===== src/rtl/clint_pkg.sv =====
// rtl/clint_pkg.sv - CLINT register offsets, access encodings and FSM states.
package clint_pkg;

    localparam logic [31:0] CLINT_BASE_DEFAULT = 32'h0200_0000;

    localparam logic [15:0] OFF_MSIP        = 16'h0000;
    localparam logic [15:0] OFF_MTIMECMP_LO = 16'h4000;
    localparam logic [15:0] OFF_MTIMECMP_HI = 16'h4004;
    localparam logic [15:0] OFF_MTIME_LO    = 16'hBFF8;
    localparam logic [15:0] OFF_MTIME_HI    = 16'hBFFC;

    localparam logic [1:0] SIZE_BYTE = 2'd0;
    localparam logic [1:0] SIZE_HALF = 2'd1;
    localparam logic [1:0] SIZE_WORD = 2'd2;

    localparam int CTRL_UNSIGNED_BIT = 2;

    typedef enum logic [1:0] {
        ST_IDLE   = 2'd0,
        ST_ACCESS = 2'd1,
        ST_RESP   = 2'd2
    } clint_state_e;

endpackage


===== src/rtl/clint_lane_merge.sv =====
// rtl/clint_lane_merge.sv - byte-lane write merge and read extract/extend.
module clint_lane_merge
    import clint_pkg::*;
(
    input  logic [31:0] i_word,
    input  logic [31:0] i_wdata,
    input  logic [1:0]  i_size,
    input  logic [1:0]  i_lane,
    input  logic        i_unsigned,
    output logic [31:0] o_merged,
    output logic [31:0] o_rdata
);

    logic [31:0] w_shifted;

    // A halfword on an odd lane degrades to a single byte at that lane.
    always_comb begin
        o_merged = i_word;
        if (i_size == SIZE_BYTE || (i_size == SIZE_HALF && i_lane[0])) begin
            case (i_lane)
                2'd0:    o_merged[7:0]   = i_wdata[7:0];
                2'd1:    o_merged[15:8]  = i_wdata[7:0];
                2'd2:    o_merged[23:16] = i_wdata[7:0];
                default: o_merged[31:24] = i_wdata[7:0];
            endcase
        end else if (i_size == SIZE_HALF) begin
            if (i_lane[1]) begin
                o_merged[31:16] = i_wdata[15:0];
            end else begin
                o_merged[15:0] = i_wdata[15:0];
            end
        end else begin
            o_merged = i_wdata;
        end
    end

    always_comb begin
        w_shifted = i_word >> {i_lane, 3'b000};
        case (i_size)
            SIZE_BYTE: o_rdata = {{24{~i_unsigned & w_shifted[7]}}, w_shifted[7:0]};
            SIZE_HALF: o_rdata = {{16{~i_unsigned & w_shifted[15]}}, w_shifted[15:0]};
            default:   o_rdata = w_shifted;
        endcase
    end

endmodule


===== src/rtl/clint_responder.sv =====
// rtl/clint_responder.sv - CLINT data-bus responder driving mtimecmp/mip updates.
// Define CLINT_ACCESS_FAULT_EN to add resp_err for unmapped offsets and mtime writes.
module clint_responder
    import clint_pkg::*;
#(
    parameter logic [31:0] BASE     = CLINT_BASE_DEFAULT,
    parameter int          MTIP_BIT = 7,
    parameter int          MSIP_BIT = 3
) (
    input  logic         CLK,
    input  logic         RST,
    input  logic         req_valid,
    input  logic [31:0]  req_addr,
    input  logic [2:0]   req_ctrl,
    input  logic         req_we,
    input  logic [31:0]  req_wdata,
    input  logic [63:0]  mtime,
    input  logic [63:0]  mtimecmp,
    input  logic [31:0]  mip_in,
    output logic         busy,
    output logic         resp_valid,
    output logic [127:0] rdata,
    output logic [63:0]  wmtimecmp,
    output logic         clint_we,
    output logic [31:0]  wmip,
`ifdef CLINT_ACCESS_FAULT_EN
    output logic         resp_err,
`endif
    output logic         plic_we
);

    clint_state_e r_state;
    clint_state_e w_next;

    logic [15:0] r_addr;
    logic [2:0]  r_ctrl;
    logic        r_we;
    logic [31:0] r_wdata;
    logic        r_msip;
    logic [1:0]  r_mip_sent;
    logic        r_clint_we;
    logic [63:0] r_wmtimecmp;
    logic        r_plic_we;
    logic [31:0] r_wmip;
    logic [31:0] r_rdata;

    logic        w_accept;
    logic        w_in_access;
    logic [15:0] w_off;
    logic        w_hit_msip;
    logic        w_hit_lo;
    logic        w_hit_hi;
    logic [31:0] w_cur_word;
    logic [31:0] w_merged;
    logic [31:0] w_extract;
    logic        w_msip_next;
    logic [1:0]  w_cand;
    logic [31:0] w_mip_new;

    assign w_accept    = (r_state == ST_IDLE) && req_valid && (req_addr[31:16] == BASE[31:16]);
    assign w_in_access = (r_state == ST_ACCESS);

    always_ff @(posedge CLK) begin
        if (RST) begin
            r_state <= ST_IDLE;
        end else begin
            r_state <= w_next;
        end
    end

    always_comb begin
        w_next = r_state;
        case (r_state)
            ST_IDLE:   if (w_accept) w_next = ST_ACCESS;
            ST_ACCESS: w_next = ST_RESP;
            ST_RESP:   w_next = ST_IDLE;
            default:   w_next = ST_IDLE;
        endcase
    end

    always_comb begin
        busy       = 1'b0;
        resp_valid = 1'b0;
        case (r_state)
            ST_ACCESS: busy       = 1'b1;
            ST_RESP:   resp_valid = 1'b1;
            default:   ;
        endcase
    end

    always_comb begin
        w_off      = {r_addr[15:2], 2'b00};
        w_hit_msip = (w_off == OFF_MSIP);
        w_hit_lo   = (w_off == OFF_MTIMECMP_LO);
        w_hit_hi   = (w_off == OFF_MTIMECMP_HI);
        case (w_off)
            OFF_MSIP:        w_cur_word = {31'b0, r_msip};
            OFF_MTIMECMP_LO: w_cur_word = mtimecmp[31:0];
            OFF_MTIMECMP_HI: w_cur_word = mtimecmp[63:32];
            OFF_MTIME_LO:    w_cur_word = mtime[31:0];
            OFF_MTIME_HI:    w_cur_word = mtime[63:32];
            default:         w_cur_word = 32'b0;
        endcase
    end

    clint_lane_merge u_lane (
        .i_word     (w_cur_word),
        .i_wdata    (r_wdata),
        .i_size     (r_ctrl[1:0]),
        .i_lane     (r_addr[1:0]),
        .i_unsigned (r_ctrl[CTRL_UNSIGNED_BIT]),
        .o_merged   (w_merged),
        .o_rdata    (w_extract)
    );

    // The pending candidate sees an msip write already in ACCESS, so plic_we lands in RESP.
    assign w_msip_next = (w_in_access && r_we && w_hit_msip) ? w_merged[0] : r_msip;
    assign w_cand      = {(mtime >= mtimecmp), w_msip_next};

    always_comb begin
        w_mip_new           = mip_in;
        w_mip_new[MTIP_BIT] = w_cand[1];
        w_mip_new[MSIP_BIT] = w_cand[0];
    end

    // Strobes are registered out of ACCESS so a reset there suppresses them entirely.
    always_ff @(posedge CLK) begin
        if (RST) begin
            r_addr      <= '0;
            r_ctrl      <= '0;
            r_we        <= 1'b0;
            r_wdata     <= '0;
            r_msip      <= 1'b0;
            r_mip_sent  <= '0;
            r_clint_we  <= 1'b0;
            r_wmtimecmp <= '0;
            r_plic_we   <= 1'b0;
            r_wmip      <= '0;
            r_rdata     <= '0;
        end else begin
            if (w_accept) begin
                r_addr  <= req_addr[15:0];
                r_ctrl  <= req_ctrl;
                r_we    <= req_we;
                r_wdata <= req_wdata;
            end
            r_clint_we <= 1'b0;
            if (w_in_access) begin
                r_rdata <= r_we ? 32'b0 : w_extract;
                r_msip  <= w_msip_next;
                if (r_we && w_hit_lo) begin
                    r_clint_we  <= 1'b1;
                    r_wmtimecmp <= {mtimecmp[63:32], w_merged};
                end
                if (r_we && w_hit_hi) begin
                    r_clint_we  <= 1'b1;
                    r_wmtimecmp <= {w_merged, mtimecmp[31:0]};
                end
            end
            r_plic_we <= (w_cand != r_mip_sent);
            if (w_cand != r_mip_sent) begin
                r_mip_sent <= w_cand;
                r_wmip     <= w_mip_new;
            end
        end
    end

`ifdef CLINT_ACCESS_FAULT_EN
    logic r_err;
    logic w_fault;

    assign w_fault = !(w_hit_msip || w_hit_lo || w_hit_hi
                       || w_off == OFF_MTIME_LO || w_off == OFF_MTIME_HI)
                     || (r_we && (w_off == OFF_MTIME_LO || w_off == OFF_MTIME_HI));

    always_ff @(posedge CLK) begin
        if (RST) begin
            r_err <= 1'b0;
        end else if (w_in_access) begin
            r_err <= w_fault;
        end
    end

    assign resp_err = (r_state == ST_RESP) && r_err;
`endif

    assign rdata     = {96'b0, r_rdata};
    assign wmtimecmp = r_wmtimecmp;
    assign clint_we  = r_clint_we;
    assign wmip      = r_wmip;
    assign plic_we   = r_plic_we;

endmodule

===== config.mk =====
export PLATFORM = sky130hd
export DESIGN_NAME = clint_responder
export DESIGN_NICKNAME = d
export VERILOG_FILES = /design/src/rtl/clint_pkg.sv /design/src/rtl/clint_lane_merge.sv /design/src/rtl/clint_responder.sv
export SDC_FILE = /design/constraint.sdc
export NUM_CORES = 1
export LEC_CHECK = 0
export ABC_AREA = 1
export BUFFER_PORTS_ARGS = -buffer_cell sky130_fd_sc_hd__clkbuf_2
export CORE_AREA = 3 3 178 180
export DETAILED_ROUTE_END_ITERATION = 7
export DIE_AREA = 0 0 181 183
export PLACE_DENSITY = 0.74
export SKIP_LAST_GASP = 1
export SYNTH_ARGS = -nofsm -noshare
export SYNTH_HDL_FRONTEND = slang
export SYNTH_SLANG_ARGS = --single-unit

===== constraint.sdc =====
create_clock -name CLK -period 3.1 [get_ports CLK]
set_input_delay 0.465 -clock CLK [delete_from_list [all_inputs] [get_ports CLK]]
set_output_delay 0.465 -clock CLK [all_outputs]
set_load 0.01 [all_outputs]

---- Yosys cells after proc, flatten, opt, wreduce, memory -nomap -nowiden ----
Index checks and enable logic that the tools add are counted.
storage, ports and cells
  logic and storage cells ................. 66
  input port bits ......................... 231
  register bits ........................... 187
operators by class
  muxes and demuxes ....................... 20
  bitwise gates (word level) .............. 4
  shift-type cells ........................ 1
  $lt $le $gt $ge ......................... 1
  reduce and logical (&&, ||, !) cells .... 16
  eq/ne operators ......................... 12
operators with widths
  cell                                                   number
  case mux 32 bit (5 select lines)                       1
  2-to-1 mux 64 bit                                      2
  2-to-1 mux 32 bit                                      3
  greater-or-equal comparator 64 bit                     1
  case mux 32 bit (2 select lines)                       1
  2-to-1 mux 16 bit                                      2
  2-to-1 mux 8 bit                                       4
  right shift 32 x 5 -> 32 bit                           1
  equality test 14 x 13 -> 1 bit, second input constant  2
  equality test 14 bit, second input constant            2
  equality test 16 x 10 -> 1 bit, second input constant  1
  zero test 14 bit                                       1
  logical AND 1 bit                                      7
  equality test 2 x 1 -> 1 bit, second input constant    3
  zero test 2 bit                                        3
  2-to-1 mux 1 bit                                       5
  equality test 2 bit, second input constant             2
  case mux 2 bit (2 select lines)                        1
  OR reduction 3 bit                                     1
  bitwise AND 1 bit                                      2
  2-to-1 mux 2 bit                                       1
  inequality test 2 bit                                  1
  inequality test 2 bit, second input constant           1
  inverter 1 bit                                         2
  4 further kinds                                        4

---- Logic depth before layout (Yosys ltp) ----
Gate-level depths: netlist of the first run.
  depth in word-level cells ............... 7
  gate-level depth with buffers ........... 21
  mapped depth without buffers ............ 20

---- Hierarchy ----
Synthesis of the first run repeated with hierarchy kept, for this count alone.
unflattened totals
  cells, all modules ...................... 2046
  area, all modules ....................... 12959.9 um^2
by module, submodules not included
  module            instances  cells an instance  seq. area each (um^2)  area an instance (um^2)
  clint_responder   1          1591               3703.6                 10852.9
  clint_lane_merge  1          455                0.0                    2107.0

---- Least setup slack after synthesis of the first run ----
Ideal clock, no wire load.
  kind .................................... input -> register
  from .................................... input port mtimecmp[47]
  to ...................................... register r_wmip[31], in the netlist wmip[31]
  arrival ................................. 2110 ps
  cell stages on the path ................. 14
  buffers on the path ..................... 1
  library setup time ...................... 113 ps
  data required time ...................... 2987 ps
  path slack .............................. 877 ps
  cells stage by stage .................... inv_1 ha_1 nand2_1 nor4_1 nand2_1 nor2_1 nand3_1 nand3_1 nand2_1 nand2_1 nor2_8 buf_6 nor2_1 nor2_1
on the way
  cells in the longest elaborated chain, start to end .. 2
RTL lines
  item                                line                    RTL
  start, declared                     clint_responder.sv:18   input logic [63:0] mtimecmp,
  greater-or-equal comparator 64 bit  clint_responder.sv:118  assign w_cand = {(mtime >= mtimecmp), w_msip_next};
  inequality test 2 bit               clint_responder.sv:161  if (w_cand != r_mip_sent) begin
  end signal, assigned                clint_responder.sv:163  r_wmip <= w_mip_new;
  end, declared                       clint_responder.sv:44   logic [31:0] r_wmip;
Every way passes these cells.
A chain may end at the register's enable or synchronous reset.

---- Worst setup path in the final report of the first run ----
  from .................................... register r_addr[7]
  to ...................................... register r_wmtimecmp[50], in the netlist wmtimecmp[50]
on the way
  cells in the longest elaborated chain, start to end .. 6
  elaborated cells on any way between the ends .. 15
  those cells by class .................... eq/ne (4); mux (6); reduce/logical (5)
RTL lines
  item                                                line                    RTL
  start, declared                                     clint_responder.sv:35   logic [15:0] r_addr;
  start signal, assigned                              clint_responder.sv:142  r_addr <= req_addr[15:0];
  equality test 14 bit, or another cell as far along  clint_responder.sv:96   case (w_off)
  case mux 32 bit (5 select lines)                    clint_responder.sv:96
  2-to-1 mux 16 bit                                   clint_lane_merge.sv:27  if (i_lane[1]) begin
  2-to-1 mux 32 bit                                   clint_lane_merge.sv:26  end else if (i_size == SIZE_HALF) begin
  2-to-1 mux 32 bit                                   clint_lane_merge.sv:19  if (i_size == SIZE_BYTE || (i_size == SIZE_HALF && i_lane[0])) begin
  2-to-1 mux 64 bit                                   clint_responder.sv:155  if (r_we && w_hit_hi) begin
  end signal, assigned                                clint_responder.sv:153  r_wmtimecmp <= {mtimecmp[63:32], w_merged};
  end signal, assigned                                clint_responder.sv:157  r_wmtimecmp <= {w_merged, mtimecmp[31:0]};
  end, declared                                       clint_responder.sv:42   logic [63:0] r_wmtimecmp;
Parallel ways exist; a longest one is shown, timed or not.

==> impl_metrics.tcl, run 1 <==
set metrics [dict create \
    clkTransAtPathRegs_ps 80 \
    synth_compound_area_frac 0.2266 \
    yosys-top-cells-area "dfxtp_1 (29%), a21oi_1 (9.6%), nand2_1 (9.1%), ha_1 (6.3%), nor2_1 (6.2%)" \
    min_period_over_period 0.8593 \
    htreeDepth 4 \
    antenna_found_initial 1 \
    die_h_um 183 \
    cts_tree "done" \
    cts_sinks 185 \
    leakage_nw 7.426 \
    cts_setup_buffers 0 \
    layout-drive-gt1-share 0.2354 \
    synth_most_common_cell "nand2_1" \
    maxCapViolations 0 \
    powerDensity_nw_per_um2 369.0 \
    grt_pass1_vias 12795 \
    fillers 3102 \
    synthFlopType "dfxtp_1" \
    placedCellCount 2611 \
    setup_viol 0 \
    wire_per_inst_um 18.71 \
    crit_arrival_ps 3030 \
    relSlewSlack 0.1949 \
    dieArea_um2 33120 \
    row_count 64 \
    wl_um 49480 \
    end_kind "flip-flop" \
    postRouteAntennaNets 0 \
    vdd_drop_max_mv 0.3410 \
    instances_no_fill 2644 \
    synth_mux_area_frac 0 \
    hold_viol_final 0 \
    synthArstFlopShare 0 \
    synth.avg_cell_area_um2 6.598 \
    cts_buffers 17 \
    mappedNetlistArea_um2 12730 \
    postCtsHoldBufs 0 \
    clock_path_buffers 2 \
    fp.coreArea_um2 30350 \
    status "complete, no violations" \
    synthAdderAreaFrac 0.06291 \
    critPathKind "flip-flop to flip-flop" \
    synth_edf_count 0 \
    port_buffers 360 \
    start_kind "flip-flop" \
    hpwlAfterDp_um 38800 \
    grt_start_max_net_pins 80 \
    worst_pin_slew_ps 1208 \
    drv_slew 0 \
    synth_top_area_frac 0.2910 \
    skew_ps 12.27 \
    synth-seq-cells 185 \
    nNetsFinal 2529 \
    yosys.area.top_type "dfxtp_1" \
    hold_ws_ps 250.4 \
    synth_top_family_by_area "simple AND/OR/NAND/NOR gates" \
    design_area_um2 15100 \
    cp_data_required_time_ps 3460 \
    globalRoute.totalOverflow 0 \
    place_area_um2 14500 \
    viasPerCell 5.318 \
    synth_xor_area_frac 0 \
    drc_errors 0 \
    clock.fmax_mhz 375.4 \
    hold_class "input port to flip-flop" \
    grtUsageTotal 0.2805 \
    cts_resized 0 \
    start_util 0.4194 \
    synth_common_cells "nand2_1 (309), a21oi_1 (244), nor2_1 (211), inv_1 (197), dfxtp_1 (185)" \
    yosysWarningCount 0 \
    drtIter0Drc 1152 \
    rsz0062_at_grt "no" \
    synth_cell_types 44 \
    vias 14060 \
    place_congestion 0.9867 \
    grt_pass1_wl_um 73000 \
    fin_tns_setup_ps 0 \
    worstPathMaxFanout 15 \
    synthCells 1929 \
    die_w_um 181 \
    clk_latency_ps 440 \
    root_buffer "clkbuf_16" \
    ios 459 \
    firstDrtPassIters 6 \
    area_delta_synth_final_pct 18.65 \
    post-route-min-period_ps 2664 \
    synth-simple-area-share 0.2540 \
    ys_seq_area_frac 0.2910 \
]
per-layer routing:
layer | part of all wire | GRT usage | up-vias
met4 | 0.040 | 0.1164 | 0
met5 | 0 | 0 | -
li1 | - | - | 6831
met3 | 0.072 | 0.04046 | 101
met2 | 0.48 | 0.4780 | 680
met1 | 0.41 | 0.3581 | 6448
flip-flops by register name, indices dropped and copies added (netlist names):
register	cells
r_addr	16
r_ctrl	3
r_mip_sent	1
r_wdata	32
wmtimecmp	64
plic_we	1
wmip	31
r_rdata	32
clint_we	1
r_msip	1
r_state	2
r_we	1
cell families (layout without fill, tap and decap cells):
family / count (synthesis) / after routing
DFF: 185 / 185
and+or+nand+nor: 731 / 731
AOI/OAI and AO/OA: 517 / 517
buffers and inverters: 431 / 654
adders and majority gates: 64 / 64
other: 1 / 97
worst paths after layout:
check                   start  depth (start not counted)  slack [ps]            end
setup / recovery    r_addr[7]                         12         440  wmtimecmp[50]
hold / removal     mip_in[30]                          3         250       wmip[30]
setup reg to reg    r_addr[7]                         12         440  wmtimecmp[50]
hold reg to reg   r_rdata[18]                          2         470    r_rdata[18]
final cells by class:
type | count | area [µm²] | share of cell area
Clock inverter | 14 | 158.9 | 0.01052
Clock buffer | 18 | 439.2 | 0.02908
Multi-Input combinational cell | 1408 | 7291 | 0.4828
Timing Repair Buffer | 407 | 2205 | 0.1460
Sequential cell | 185 | 3704 | 0.2452
Antenna cell | 1 | 2.502 | 0.0001657
Tap cell | 396 | 495.5 | 0.03281
Inverter | 215 | 807.0 | 0.05344
power by group:
group | switching, mW | internal, mW | leakage [nW] | total (mW)
Clock | 1.11 | 1.17 | 0.296 | 2.28
Sequential | 0.0307 | 2.43 | 1.50 | 2.46
Combinational | 0.508 | 0.324 | 5.63 | 0.833
per-stage QoR:
stage	total power [mW]	setup WS [ps]	utilization
5_1_grt	5.814	235.5	0.4976
4_1_cts	5.604	466.7	0.4975
2_1_floorplan	3.072	876.9	-
3_5_place_dp	3.341	256.7	0.4778
3_3_place_gp	3.323	295.1	0.4778
6_report	5.573	436.2	0.4976
placed cells by master (no fill, tap or decap), types with 51 or more instances in the layout:
cell type	count
clkbuf_2	360
nand2_1	309
a21oi_1	244
nor2_1	210
inv_1	195
dfxtp_1	185
o21ai_0	132
nand3_1	97
conb_1	96
ha_1	64
o22ai_1	51
critical path, stage by stage (launching register included):
cell and delay, ps:
dfxtp_1 330, nor2_1 110, nand3_1 160, nor2_2 190, nand2_2 290, buf_4 290, o22ai_1 120, nor2_1 150
nor2_1 110, a21oi_1 50, o21ai_0 490, nand2_1 110, a21oi_1 160
(Power assumes the default switching activity.)
==> run 2: changes to the inputs <==
==> constraint.sdc (replaced) <==
create_clock -name CLK -period 3.1 [get_ports CLK]
set_input_delay 0 -clock CLK [delete_from_list [all_inputs] [get_ports CLK]]
set_output_delay 0 -clock CLK [all_outputs]
set_load 0.01 [all_outputs]
==> impl_metrics.tcl, run 2 (synthesized netlist as in run 1, its figures left out) <==
set metrics [dict create \
    maxCapViolations 0 \
    postRouteAntennaNets 0 \
    drtIter0Drc 1520 \
    viasPerCell 5.312 \
    leakage_nw 7.978 \
    post-route-util 0.5425 \
    die_h_um 183 \
    cts_sinks 185 \
    max_stage_delay_ps 550 \
    largest_reg_flops 64 \
    critPathSlowestCell "dlygate4sd3_1" \
    worst_pin_slew_ps 1220 \
    row_count 64 \
    wl_um 51610 \
    drv_slew 0 \
    cts_setup_buffers 0 \
    root_buffer "clkbuf_16" \
    rsz0062_at_grt "no" \
    crit_top_cell "nor2_1" \
    dieArea_um2 33120 \
    place_congestion 0.9716 \
    cp_num_buf_inv 3 \
    final_common_cell "clkbuf_2" \
    clock_path_buffers 2 \
    critPathTopFamily "simple AND/OR/NAND/NOR gates" \
    grt_pass1_vias 13722 \
    cts_resized 0 \
    wire_per_inst_um 18.55 \
    clkTransAtPathRegs_ps 70 \
    cp_data_required_time_ps 3480 \
    start_util 0.4194 \
    cts_buffers 17 \
    clk_latency_ps 450 \
    fillers 2932 \
    min_period_over_period 0.9050 \
    vdd_drop_max_mv 0.3751 \
    crit_arrival_ps 3180 \
    hold_class "input port to flip-flop" \
    grtUsageTotal 0.2931 \
    clock.fmax_mhz 356.5 \
    port_buffers 360 \
    antenna_found_initial 1 \
    vias 14778 \
    postCtsHoldBufs 146 \
    worstPathMaxFanout 31 \
    nNetsFinal 2667 \
    start_kind "input port" \
    relSlewSlack 0.1868 \
    firstDrtPassIters 5 \
    hpwlAfterDp_um 38530 \
    post-route-min-period_ps 2805 \
    skew_ps 15.06 \
    mostFrequentLayoutCells "clkbuf_2 (360), nand2_1 (309), a21oi_1 (244), nor2_1 (210), inv_1 (195)" \
    fin_tns_setup_ps 0 \
    crit_chain "dlygate4sd3_1 -> clkbuf_2 -> inv_1 -> ha_1 -> nand2_1 -> nor3_1 -> nand3_1 -> nor2_1 -> nand3_1 -> nand4_1 -> nand2_1 -> nor2_8 -> nor2_1 -> nor2_1" \
    ios 459 \
    drc_errors 0 \
    hold_viol_final 0 \
    area_delta_synth_final_pct 29.36 \
    status "complete, no violations" \
    setup_viol 0 \
    globalRoute.totalOverflow 0 \
    grt_pass1_wl_um 77180 \
    fp.coreArea_um2 30350 \
    grt_start_max_net_pins 80 \
    end_kind "flip-flop" \
    htreeDepth 4 \
    die_w_um 181 \
    layout-drive-gt1-share 0.2184 \
    powerDensity_nw_per_um2 345.3 \
    cts_tree "done" \
    critPathKind "input port to flip-flop" \
]
==> run 2: per-layer routing <==
layer  vias to the layer above  global-route usage  routed length (µm)
met5                         -                   0                   0
met4                         0              0.1091                1958
met3                       107             0.04482                3802
met2                       739              0.5111               25090
met1                      6824              0.3681               20760
li1                       7108                   -                   -
==> run 2: final timing paths <==
kind	start	to	cells past startpoint	slack [ps]
worst max-delay path	mtimecmp[61]	wmip[19]	14	290
worst min-delay path	RST	wmip[9]	4	130
worst max register to register	r_addr[7]	r_rdata[31]	13	370
worst min register to register	r_rdata[15]	r_rdata[15]	2	470
==> run 2: through the flow <==
| stage | cells | power, mW | hold slack [ps] | instance area, µm² | worst slack (ps) |
|---|---|---|---|---|---|
| finish | 2782 | 5.685 | 132.3 | 16470 | 294.6 |
| global route | 2782 | 5.908 | 168.1 | 16470 | 51.05 |
| CTS | 2781 | 5.694 | 111.6 | 16460 | 415.1 |
| detailed placement | 2603 | 3.320 | 227.7 | 14420 | 435.4 |
| global placement | 2603 | 3.303 | 225.5 | 14420 | 488.2 |
| floorplan | 2024 | 3.072 | 128.2 | 13090 | 1293 |
==> run 2: cell type report <==
type / instances / area, µm² / share of cell area
inverter: 215 / 807.0 / 0.04901
timing repair buffer: 545 / 3581 / 0.2175
multi-input combinational: 1408 / 7291 / 0.4428
antenna: 1 / 2.502 / 0.0001520
tap: 396 / 495.5 / 0.03009
clock inverter: 13 / 132.6 / 0.008055
sequential: 185 / 3704 / 0.2249
clock buffer: 19 / 452.9 / 0.02751
==> run 2: worst min-delay path: stages <==
cell and delay (ps):
clkbuf_2 120, inv_2 220, nand2_1 140, nor2_1 30
==> run 2: where the power goes <==
| group | internal, mW | switching (mW) | total (mW) |
|---|---|---|---|
| logic | 0.428 | 0.543 | 0.971 |
| registers | 2.43 | 0.0321 | 2.47 |
| clock network | 1.17 | 1.07 | 2.25 |
==> run 3: changes to the inputs <==
--- a/config.mk
+++ b/config.mk
@@ -11,6 +11,7 @@
 export DETAILED_ROUTE_END_ITERATION = 7
 export DIE_AREA = 0 0 181 183
 export PLACE_DENSITY = 0.74
+export REMOVE_ABC_BUFFERS = 1
 export SKIP_LAST_GASP = 1
 export SYNTH_ARGS = -nofsm -noshare
 export SYNTH_HDL_FRONTEND = slang
==> impl_metrics.tcl, run 3 (synthesized netlist as in run 1, its figures left out) <==
set metrics [dict create \
    status "complete, no violations" \
    layout-drive-gt1-share 0.2201 \
    antenna_found_initial 7 \
    hold_viol_final 0 \
    grt_pass1_wl_um 79540 \
    crit_arrival_ps 3180 \
    clock_path_buffers 2 \
    area_delta_synth_final_pct 29.68 \
    relSlewSlack 0.3356 \
    place_congestion 1.001 \
    cts_buffers 17 \
    die_w_um 181 \
    worstPathMaxFanout 31 \
    htreeDepth 4 \
    clock.fmax_mhz 357.4 \
    drtIter0Drc 1588 \
    maxCapViolations 0 \
    multi_input_area_um2 7291 \
    use_met2 0.5008 \
    root_buffer "clkbuf_16" \
    critPathSlowestCell "dlygate4sd3_1" \
    postRouteAntennaNets 0 \
    wire_per_inst_um 19.01 \
    max_stage_delay_ps 580 \
    critPathKind "input port to flip-flop" \
    setup_viol 0 \
    fp.coreArea_um2 30350 \
    skew_ps 15.25 \
    grt_pass1_vias 14177 \
    wl_um 53040 \
    cts_setup_buffers 0 \
    powerDensity_nw_per_um2 340.2 \
    ios 459 \
    cp_num_buf_inv 3 \
    end_kind "flip-flop" \
    min_period_over_period 0.9027 \
    row_count 64 \
    critPathTopFamily "simple AND/OR/NAND/NOR gates" \
    groute.layer.met1.usage 0.3682 \
    fillers 2968 \
    clkTransAtPathRegs_ps 80 \
    largest_reg_flops 64 \
    grt_util_met3 0.06922 \
    leakage_nw 7.989 \
    hpwlAfterDp_um 39190 \
    clk_latency_ps 470 \
    final_common_cell "clkbuf_2" \
    globalRoute.totalOverflow 0 \
    start_kind "input port" \
    top_usage_layer "met2" \
    firstDrtPassIters 5 \
    drc_errors 0 \
    vdd_drop_max_mv 0.4078 \
    regArea_um2 3704 \
    cp_data_required_time_ps 3480 \
    post-route-util 0.5439 \
    grtUsageTotal 0.3047 \
    worst_pin_slew_ps 996.5 \
    port_buffers 360 \
    hold_class "input port to flip-flop" \
    vias 14955 \
    nNetsFinal 2672 \
    dieArea_um2 33120 \
    crit_chain "dlygate4sd3_1 -> clkbuf_2 -> inv_1 -> ha_1 -> a21oi_1 -> o21ai_0 -> a21oi_1 -> nand2_1 -> a21oi_1 -> nand3_1 -> nand2_1 -> nand2_1 -> nor2_8 -> nor2_2 -> nor2_1" \
    start_util 0.4194 \
    drv_slew 0 \
    die_h_um 183 \
    cts_sinks 185 \
    grt_start_max_net_pins 80 \
    cts_tree "done" \
    viasPerCell 5.360 \
    hold_ws_ps 138.0 \
    rsz0062_at_grt "no" \
    post-route-min-period_ps 2798 \
    mostFrequentLayoutCells "clkbuf_2 (359), nand2_1 (309), a21oi_1 (244), nor2_1 (210), inv_1 (195)" \
]
run 3: cell types whose count changed in the layout (fill, tap and decap cells not counted), sizes merged:
cell and delta:
clkinv -1, clkbuf -3, buf +6, bufinv -1, clkinvlp +1, diode +3, inv +3
run 3: worst paths after layout:
path,slack (ps),end,start,cells past startpoint
min reg2reg,460,r_wdata[23],r_wdata[23],2
min,140,wmtimecmp[11],RST,4
max,300,wmip[6],mtimecmp[45],15
max reg2reg,380,wmtimecmp[22],r_addr[6],12
run 3: worst reg2reg max path: cells and delay by family, from the launching register on:
kind / cells / cell delay (ps)
and+or+nand+nor: 6 / 1250
DFF: 1 / 340
buffers and inverters: 2 / 400
AOI/OAI and AO/OA: 4 / 620
run 3: what timing repair did:
action / 4_1_cts / 5_1_grt
endpoints found under the setup margin: 0 / 0
hold buffers: 146 / 0
gates resized for setup: 0 / 0
endpoints found under the hold margin: 146 / 0
run 3: cell type report:
| class | count | share of cell area |
|---|---|---|
| diodes | 4 | 0.0006064 |
| clock buffers | 17 | 0.02577 |
| clock inverters | 15 | 0.007884 |
| inverters | 215 | 0.04889 |
| multi-input cells | 1408 | 0.4417 |
| flip-flops and latches | 185 | 0.2244 |
| well taps | 396 | 0.03002 |
| repair buffers | 550 | 0.2207 |
run 3: routing by layer:
metal	routed length, µm	part of all wire
met5	39	0.00074
met4	3287	0.062
met3	5024	0.095
met2	24230	0.46
met1	20460	0.39
run 3: where the power goes:
part / internal, mW / switching, mW / leakage (nW)
combinational: 0.428 / 0.550 / 6.23
clock: 1.06 / 1.11 / 0.263
sequential: 2.43 / 0.0378 / 1.50
run 3: through the flow:
step / power [mW] / instance area (µm²) / TNS (ps) / cells / setup WS [ps]
2_1_floorplan: 2.942 / 11790 / -92240 / 1808 / -1493
3_3_place_gp: 3.320 / 14480 / 0 / 2608 / 516.9
3_5_place_dp: 3.338 / 14480 / 0 / 2608 / 444.3
4_1_cts: 5.637 / 16500 / 0 / 2786 / 376.7
5_1_grt: 5.868 / 16510 / 0 / 2790 / 97.41
6_report: 5.616 / 16510 / 0 / 2790 / 301.8
